## src/rtl/alu_seq_control.sv

```systemverilog
// alu_seq_control: registered ALU control decode plus a mult/div occupancy
// sequencer (IDLE -> RUN -> DONE) that stalls HI/LO and mult/div consumers
// while an operation is in flight and pulses a HI/LO commit when it ends.
// Optional feature macro: ALU_SEQ_MADD_EN (SPECIAL2 MADD/MADDU/MSUB/MSUBU).
module alu_seq_control #(
  parameter int CTRL_W      = 5,
  parameter int MULT_CYCLES = 4,
  parameter int DIV_CYCLES  = 32,
  parameter int CNT_W       = 6
) (
  input  logic              iCLK,
  input  logic              iRST,
  input  logic              iEnable,
  input  logic              iFlush,
  input  logic [1:0]        iALUOp,
  input  logic [5:0]        iOpcode,
  input  logic [5:0]        iFunct,
  input  logic [4:0]        iRt,
  output logic [CTRL_W-1:0] oControlSignal,
  output logic              oIllegal,
  output logic              oMDStart,
  output logic              oMDBusy,
  output logic              oStall,
  output logic              oHiLoWrite
);

  // Shared ALU control codes; 0 is reserved for bubbles / illegal encodings.
  localparam logic [CTRL_W-1:0] OPADD   = CTRL_W'(1);
  localparam logic [CTRL_W-1:0] OPADDU  = CTRL_W'(2);
  localparam logic [CTRL_W-1:0] OPSUB   = CTRL_W'(3);
  localparam logic [CTRL_W-1:0] OPSUBU  = CTRL_W'(4);
  localparam logic [CTRL_W-1:0] OPAND   = CTRL_W'(5);
  localparam logic [CTRL_W-1:0] OPOR    = CTRL_W'(6);
  localparam logic [CTRL_W-1:0] OPXOR   = CTRL_W'(7);
  localparam logic [CTRL_W-1:0] OPNOR   = CTRL_W'(8);
  localparam logic [CTRL_W-1:0] OPSLT   = CTRL_W'(9);
  localparam logic [CTRL_W-1:0] OPSLTU  = CTRL_W'(10);
  localparam logic [CTRL_W-1:0] OPSLL   = CTRL_W'(11);
  localparam logic [CTRL_W-1:0] OPSRL   = CTRL_W'(12);
  localparam logic [CTRL_W-1:0] OPSRA   = CTRL_W'(13);
  localparam logic [CTRL_W-1:0] OPLUI   = CTRL_W'(14);
  localparam logic [CTRL_W-1:0] OPSGT   = CTRL_W'(15);
  localparam logic [CTRL_W-1:0] OPMFHI  = CTRL_W'(16);
  localparam logic [CTRL_W-1:0] OPMTHI  = CTRL_W'(17);
  localparam logic [CTRL_W-1:0] OPMFLO  = CTRL_W'(18);
  localparam logic [CTRL_W-1:0] OPMTLO  = CTRL_W'(19);
  localparam logic [CTRL_W-1:0] OPMULT  = CTRL_W'(20);
  localparam logic [CTRL_W-1:0] OPMULTU = CTRL_W'(21);
  localparam logic [CTRL_W-1:0] OPDIV   = CTRL_W'(22);
  localparam logic [CTRL_W-1:0] OPDIVU  = CTRL_W'(23);
  localparam logic [CTRL_W-1:0] OPMADD  = CTRL_W'(24);
  localparam logic [CTRL_W-1:0] OPMADDU = CTRL_W'(25);
  localparam logic [CTRL_W-1:0] OPMSUB  = CTRL_W'(26);
  localparam logic [CTRL_W-1:0] OPMSUBU = CTRL_W'(27);

  // Counter preload: RUN lasts exactly `cycles` clocks, counting down to 0.
  localparam logic [CNT_W-1:0] MULT_LOAD = CNT_W'(MULT_CYCLES - 1);
  localparam logic [CNT_W-1:0] DIV_LOAD  = CNT_W'(DIV_CYCLES - 1);

  typedef enum logic [1:0] {
    IDLE = 2'd0,
    RUN  = 2'd1,
    DONE = 2'd2
  } seq_state_t;

  seq_state_t        state_reg, state_next;
  logic [CNT_W-1:0]  cnt_reg, cnt_next;
  logic              start_reg, start_next;
  logic              hilo_reg, hilo_next;
  logic [CTRL_W-1:0] ctrl_reg;
  logic              illegal_reg;

  logic [CTRL_W-1:0] dec_code;
  logic              dec_illegal;
  logic              dec_md;
  logic              dec_hl;
  logic              dec_div;
  logic              stall;
  logic              accept;

  // Combinational instruction decode to an ALU control code.
  always_comb begin
    dec_code    = '0;
    dec_illegal = 1'b0;
    case (iALUOp)
      2'b00: dec_code = OPADD;
      2'b01: dec_code = OPSUB;
      2'b10: begin
        case (iFunct)
          6'h00:   dec_code = OPSLL;
          6'h02:   dec_code = OPSRL;
          6'h03:   dec_code = OPSRA;
          6'h04:   dec_code = OPSLL;   // SLLV: same ALU op, shift amount from rs
          6'h06:   dec_code = OPSRL;   // SRLV
          6'h07:   dec_code = OPSRA;   // SRAV
          6'h10:   dec_code = OPMFHI;
          6'h11:   dec_code = OPMTHI;
          6'h12:   dec_code = OPMFLO;
          6'h13:   dec_code = OPMTLO;
          6'h18:   dec_code = OPMULT;
          6'h19:   dec_code = OPMULTU;
          6'h1A:   dec_code = OPDIV;
          6'h1B:   dec_code = OPDIVU;
          6'h20:   dec_code = OPADD;
          6'h21:   dec_code = OPADDU;
          6'h22:   dec_code = OPSUB;
          6'h23:   dec_code = OPSUBU;
          6'h24:   dec_code = OPAND;
          6'h25:   dec_code = OPOR;
          6'h26:   dec_code = OPXOR;
          6'h27:   dec_code = OPNOR;
          6'h2A:   dec_code = OPSLT;
          6'h2B:   dec_code = OPSLTU;
          default: dec_illegal = 1'b1;
        endcase
      end
      default: begin
        case (iOpcode)
          6'h08:   dec_code = OPADD;
          6'h09:   dec_code = OPADDU;
          6'h0A:   dec_code = OPSLT;
          6'h0B:   dec_code = OPSLTU;
          6'h0C:   dec_code = OPAND;
          6'h0D:   dec_code = OPOR;
          6'h0E:   dec_code = OPXOR;
          6'h0F:   dec_code = OPLUI;
          6'h03:   dec_code = OPAND;   // JAL: link path needs a pass-through op
          6'h06, 6'h07: begin          // BLEZ / BGTZ are only valid with rt = 0
            if (iRt == 5'd0) dec_code = OPSGT;
            else             dec_illegal = 1'b1;
          end
          6'h01: begin                 // REGIMM: BLTZ, BGEZ, BLTZAL, BGEZAL
            case (iRt)
              5'h00, 5'h01, 5'h10, 5'h11: dec_code = OPSLT;
              default:                    dec_illegal = 1'b1;
            endcase
          end
`ifdef ALU_SEQ_MADD_EN
          6'h1C: begin                 // SPECIAL2 accumulate ops
            case (iFunct)
              6'h00:   dec_code = OPMADD;
              6'h01:   dec_code = OPMADDU;
              6'h04:   dec_code = OPMSUB;
              6'h05:   dec_code = OPMSUBU;
              default: dec_illegal = 1'b1;
            endcase
          end
`else
          6'h1C:   dec_illegal = 1'b1;
`endif
          default: dec_illegal = 1'b1;
        endcase
      end
    endcase
  end

  // Classify the decoded op for sequencing and hazard detection.
  always_comb begin
    dec_md = (dec_code == OPMULT) || (dec_code == OPMULTU) ||
             (dec_code == OPDIV)  || (dec_code == OPDIVU)  ||
             (dec_code == OPMADD) || (dec_code == OPMADDU) ||
             (dec_code == OPMSUB) || (dec_code == OPMSUBU);
    dec_hl = (dec_code == OPMFHI) || (dec_code == OPMTHI) ||
             (dec_code == OPMFLO) || (dec_code == OPMTLO);
    dec_div = (dec_code == OPDIV) || (dec_code == OPDIVU);
  end

  // Only HI/LO consumers and new mult/div ops wait for the sequencer.
  assign stall  = (state_reg != IDLE) && (dec_md || dec_hl);
  assign accept = (state_reg == IDLE) && iEnable && !iFlush && dec_md;

  // Sequencer state, counter and output pulse registers.
  always_ff @(posedge iCLK) begin
    if (iRST) begin
      state_reg <= IDLE;
      cnt_reg   <= '0;
      start_reg <= 1'b0;
      hilo_reg  <= 1'b0;
    end else begin
      state_reg <= state_next;
      cnt_reg   <= cnt_next;
      start_reg <= start_next;
      hilo_reg  <= hilo_next;
    end
  end

  // Sequencer next-state: IDLE waits for an accept, RUN counts down, DONE commits.
  always_comb begin
    state_next = state_reg;
    cnt_next   = cnt_reg;
    start_next = 1'b0;
    hilo_next  = 1'b0;
    case (state_reg)
      IDLE: begin
        if (accept) begin
          state_next = RUN;
          cnt_next   = dec_div ? DIV_LOAD : MULT_LOAD;
          start_next = 1'b1;
        end
      end
      RUN: begin
        if (cnt_reg == '0) begin
          state_next = DONE;
          hilo_next  = 1'b1;
        end else begin
          cnt_next = cnt_reg - 1'b1;
        end
      end
      DONE: state_next = IDLE;
      default: begin
        state_next = IDLE;
        cnt_next   = '0;
      end
    endcase
  end

  // Registered decode: flush inserts a bubble, a stall or disable holds.
  always_ff @(posedge iCLK) begin
    if (iRST) begin
      ctrl_reg    <= '0;
      illegal_reg <= 1'b0;
    end else if (iFlush) begin
      ctrl_reg    <= '0;
      illegal_reg <= 1'b0;
    end else if (iEnable && !stall) begin
      ctrl_reg    <= dec_code;
      illegal_reg <= dec_illegal;
    end
  end

  assign oControlSignal = ctrl_reg;
  assign oIllegal       = illegal_reg;
  assign oMDStart       = start_reg;
  assign oMDBusy        = (state_reg != IDLE);
  assign oStall         = stall;
  assign oHiLoWrite     = hilo_reg;

endmodule

```

## config.mk

```make
export PLATFORM = sky130hd
export DESIGN_NAME = alu_seq_control
export DESIGN_NICKNAME = d
export VERILOG_FILES = /design/src/rtl/alu_seq_control.sv
export SDC_FILE = /design/constraint.sdc
export NUM_CORES = 1
export LEC_CHECK = 0
export CAP_MARGIN = 20
export CORE_AREA = 4 4 54 56
export DETAILED_ROUTE_END_ITERATION = 8
export DIE_AREA = 0 0 58 60
export PLACE_DENSITY = 0.78
export SLEW_MARGIN = 20
export SYNTH_ARGS = -nofsm -noshare
export SYNTH_HDL_FRONTEND = slang
export SYNTH_SLANG_ARGS = --single-unit
```

## constraint.sdc

```tcl
create_clock -name iCLK -period 5.75 [get_ports iCLK]
set_clock_uncertainty 0.2 [all_clocks]
set_input_delay 0.575 -clock iCLK [delete_from_list [all_inputs] [get_ports iCLK]]
set_output_delay 0.575 -clock iCLK [all_outputs]
set_load 0.01 [all_outputs]
```

==> impl_metrics.env <==
export IMPL_status="finished clean"
export IMPL_timing_hold_ws_ns=0.260
export IMPL_final_max_slew_viol_count=0
export IMPL_row_count=18
export IMPL_wl_per_cell_um=14.2
export IMPL_syn2layout_area_growth_pct=27.8
export IMPL_grt_total_usage_pct=19.4
export IMPL_cp_start_kind="input port"
export IMPL_cp_max_fo=9
export IMPL_max_cap_violations=0
export IMPL_drt_first_pass_iters=4
export IMPL_syn_area_um2=1220
export IMPL_final_util_pct=64.1
export IMPL_cts_sinks=16
export IMPL_reg2reg_depth=8
export IMPL_stdcell_count=220
export IMPL_first_global_vias=1236
export IMPL_power_frac_clock_pct=31.5
export IMPL_ys_warnings_count=0
export IMPL_fin_crit_sh_pct=56.6
export IMPL_ys_types=54
export IMPL_ctsResizeCount=0
export IMPL_vias=1278
export IMPL_die_area_um2=3480
export IMPL_hold_violations=0
export IMPL_fp_dieH_um=60
export IMPL_cts_hold_buf=0
export IMPL_p_switching_uw=63.8
export IMPL_gr_total_overflow=0
export IMPL_rsz0062_at_grt="no"
export IMPL_core_area_um2=2430
export IMPL_syn_nets=187
export IMPL_crit_type="input port to output port"
export IMPL_htreeDepth=1
export IMPL_path_depth=5
export IMPL_largest_reg_flops=6
export IMPL_critical_path_endpoint_type="output port"
export IMPL_die_x_um=58
export IMPL_setup_viol=0
export IMPL_synth_cells=163
export IMPL_swShare_pct=26.5
export IMPL_place_gp_congestion=0.900
export IMPL_worst_ir_drop_vdd_mv=0.140
export IMPL_grt_max_degree=13
export IMPL_final_common_cell="clkdlybuf4s50_1"
export IMPL_critPathMostFrequentCell="clkdlybuf4s50_1"
export IMPL_postSynthAreaPerCell_um2=7.49
export IMPL_fillers=239
export IMPL_mostFrequentLayoutCells="clkdlybuf4s50_1 (32), nor2_1 (19), a21oi_1 (16), dfxtp_1 (16), nand2_1 (12)"
export IMPL_start_util_pct=50.2
export IMPL_max_freq_mhz=307
export IMPL_comb_power_share_pct=21.9
export IMPL_ys_seq_area_share_pct=26.2
export IMPL_cts_buffers=3
export IMPL_antenna_found_initial=0
export IMPL_clk_pin_slew_ns=0.10
export IMPL_ioPinCount=33
export IMPL_tritoncts="yes"
export IMPL_place_area_um2=1520
export IMPL_p_per_area_nw_per_um2=155
export IMPL_crit_chain="clkdlybuf4s50_1 -> nor3b_2 -> nand3_1 -> nor2_1 -> clkdlybuf4s50_1"
export IMPL_crit_family="buffers and inverters"
export IMPL_viasPerCell=5.81
export IMPL_worstHoldPathType="flop to flop"
export IMPL_crit_required_ns=4.97
export IMPL_async_reset_ff_share_pct=0
export IMPL_finalSetupTns_ns=0
export IMPL_dp_hpwl_um=2340
export IMPL_grt_pass1_wl_um=5420
export IMPL_cpPeakStageDelay_ns=0.63
export IMPL_worstMarginPinSlew_ns=0.645
export IMPL_ant_nets=0
export IMPL_layout_nets=215
export IMPL_final_cell_area_um2=1560
export IMPL_postCtsSetupRepairBufs=0
export IMPL_period_minus_slack_ns=3.25
export IMPL_worst_skew_pair_late_latency_ns=0.29
export IMPL_arrival_ns=2.48
export IMPL_cts_path_max_buffers=2
export IMPL_synth_edf_count=0
export IMPL_cts_root_buf="clkbuf_4"
export IMPL_slowest_stage="clkdlybuf4s50_1"
export IMPL_drive_above_1_share_pct=5.79
export IMPL_leakagePower_uw=0.000579
export IMPL_synth_seq_cells=16
export IMPL_ys_flop_type="dfxtp_1"
export IMPL_drt_iter0_markers=65
export IMPL_drcViolationCount=0
export IMPL_placed_cells=216
export IMPL_relSlewSlack_pct=56.7
export IMPL_p_int_uw=177
export IMPL_io_buffers=32
export IMPL_critPathBufInv=2
export IMPL_seq_power_share_pct=46.5
export IMPL_diodes=0
export IMPL_holdPathStages=2
export IMPL_finalWirelength_um=3120
metal layers:
metal / up-vias / global-route usage, % / part of all wire (%)
met4: 0 / 5.96 / 1.2
met2: 35 / 31.5 / 45
met1: 585 / 25.9 / 49
met5: - / 0 / 0
met3: 5 / 3.67 / 4.8
li1: 653 / - / -
cell usage after synthesis, types with 2 or more instances:
master     number  share of area, %
nand3_1         2              0.82
o22ai_1         2               1.0
nor4_1          2               1.0
nand2b_1        7               3.6
clkbuf_1        3              0.92
inv_1           7               2.2
o21ai_0         6               2.5
a22oi_1         2               1.2
nor2_1         19               5.8
nor2b_1         7               3.6
a211o_1         5               3.6
o2111ai_1       2               1.4
buf_2           2              0.82
a21oi_1        16               6.6
and2_1          2               1.0
nand2_1        12               3.7
nand4_1         3               1.5
nor3b_1         2               1.2
o21bai_1        4               2.5
o21ai_1         2              0.82
buf_6           2               1.8
nor3_1          6               2.5
dfxtp_1        16                26
nand3b_1        2               1.2
metrics by stage:
stage / worst slack (ns) / total power (uW)
final: 2.50 / 241
after global routing: 2.32 / 253
after CTS: 2.50 / 243
after detailed placement: 2.52 / 167
after global placement: 2.56 / 166
after floorplan: 3.52 / 143
logic make-up after synthesis:
kind of cell,count (synthesis),synth area share (%)
and+or+nand+nor,75,34.9
DFF,16,26.2
buffers and inverters,16,6.66
adders and majority gates,1,1.02
muxes,1,0.820
AOI/OAI and AO/OA,54,30.3
tightest hold or removal path: stages, from the launching register on:
cell and delay, ns:
dfxtp_1 0.32, nand2_1 0.05, a21oi_1 0.05
cell type report:
class	instances	area, um^2	area share (%)
Clock buffer	4	36.3	2.33
Timing Repair Buffer	32	320	20.5
Inverter	7	26.3	1.68
Multi-Input combinational cell	131	820	52.5
Sequential cell	16	320	20.5
Tap cell	30	37.5	2.41
power groups by stage:
stage          Combinational (uW)  Sequential (uW)  Clock [uW]
5_1_grt                      58.2              112        82.3
4_1_cts                      52.6              112        78.4
6_report                     52.9              112        76.1
3_3_place_gp                 51.1              115           0
2_1_floorplan                27.7              115           0
3_5_place_dp                 52.2              115           0
path summary, 6_finish.rpt:
check	endpoint	start	slack, ns
worst max-delay path	oStall	iFunct[4]	2.50
worst min register to register	oControlSignal[3]	oControlSignal[3]	0.26
worst max register to register	cnt_reg[2]	cnt_reg[0]	3.40
worst min-delay path	oControlSignal[3]	oControlSignal[3]	0.26
Power figures use the tool's default switching activity.
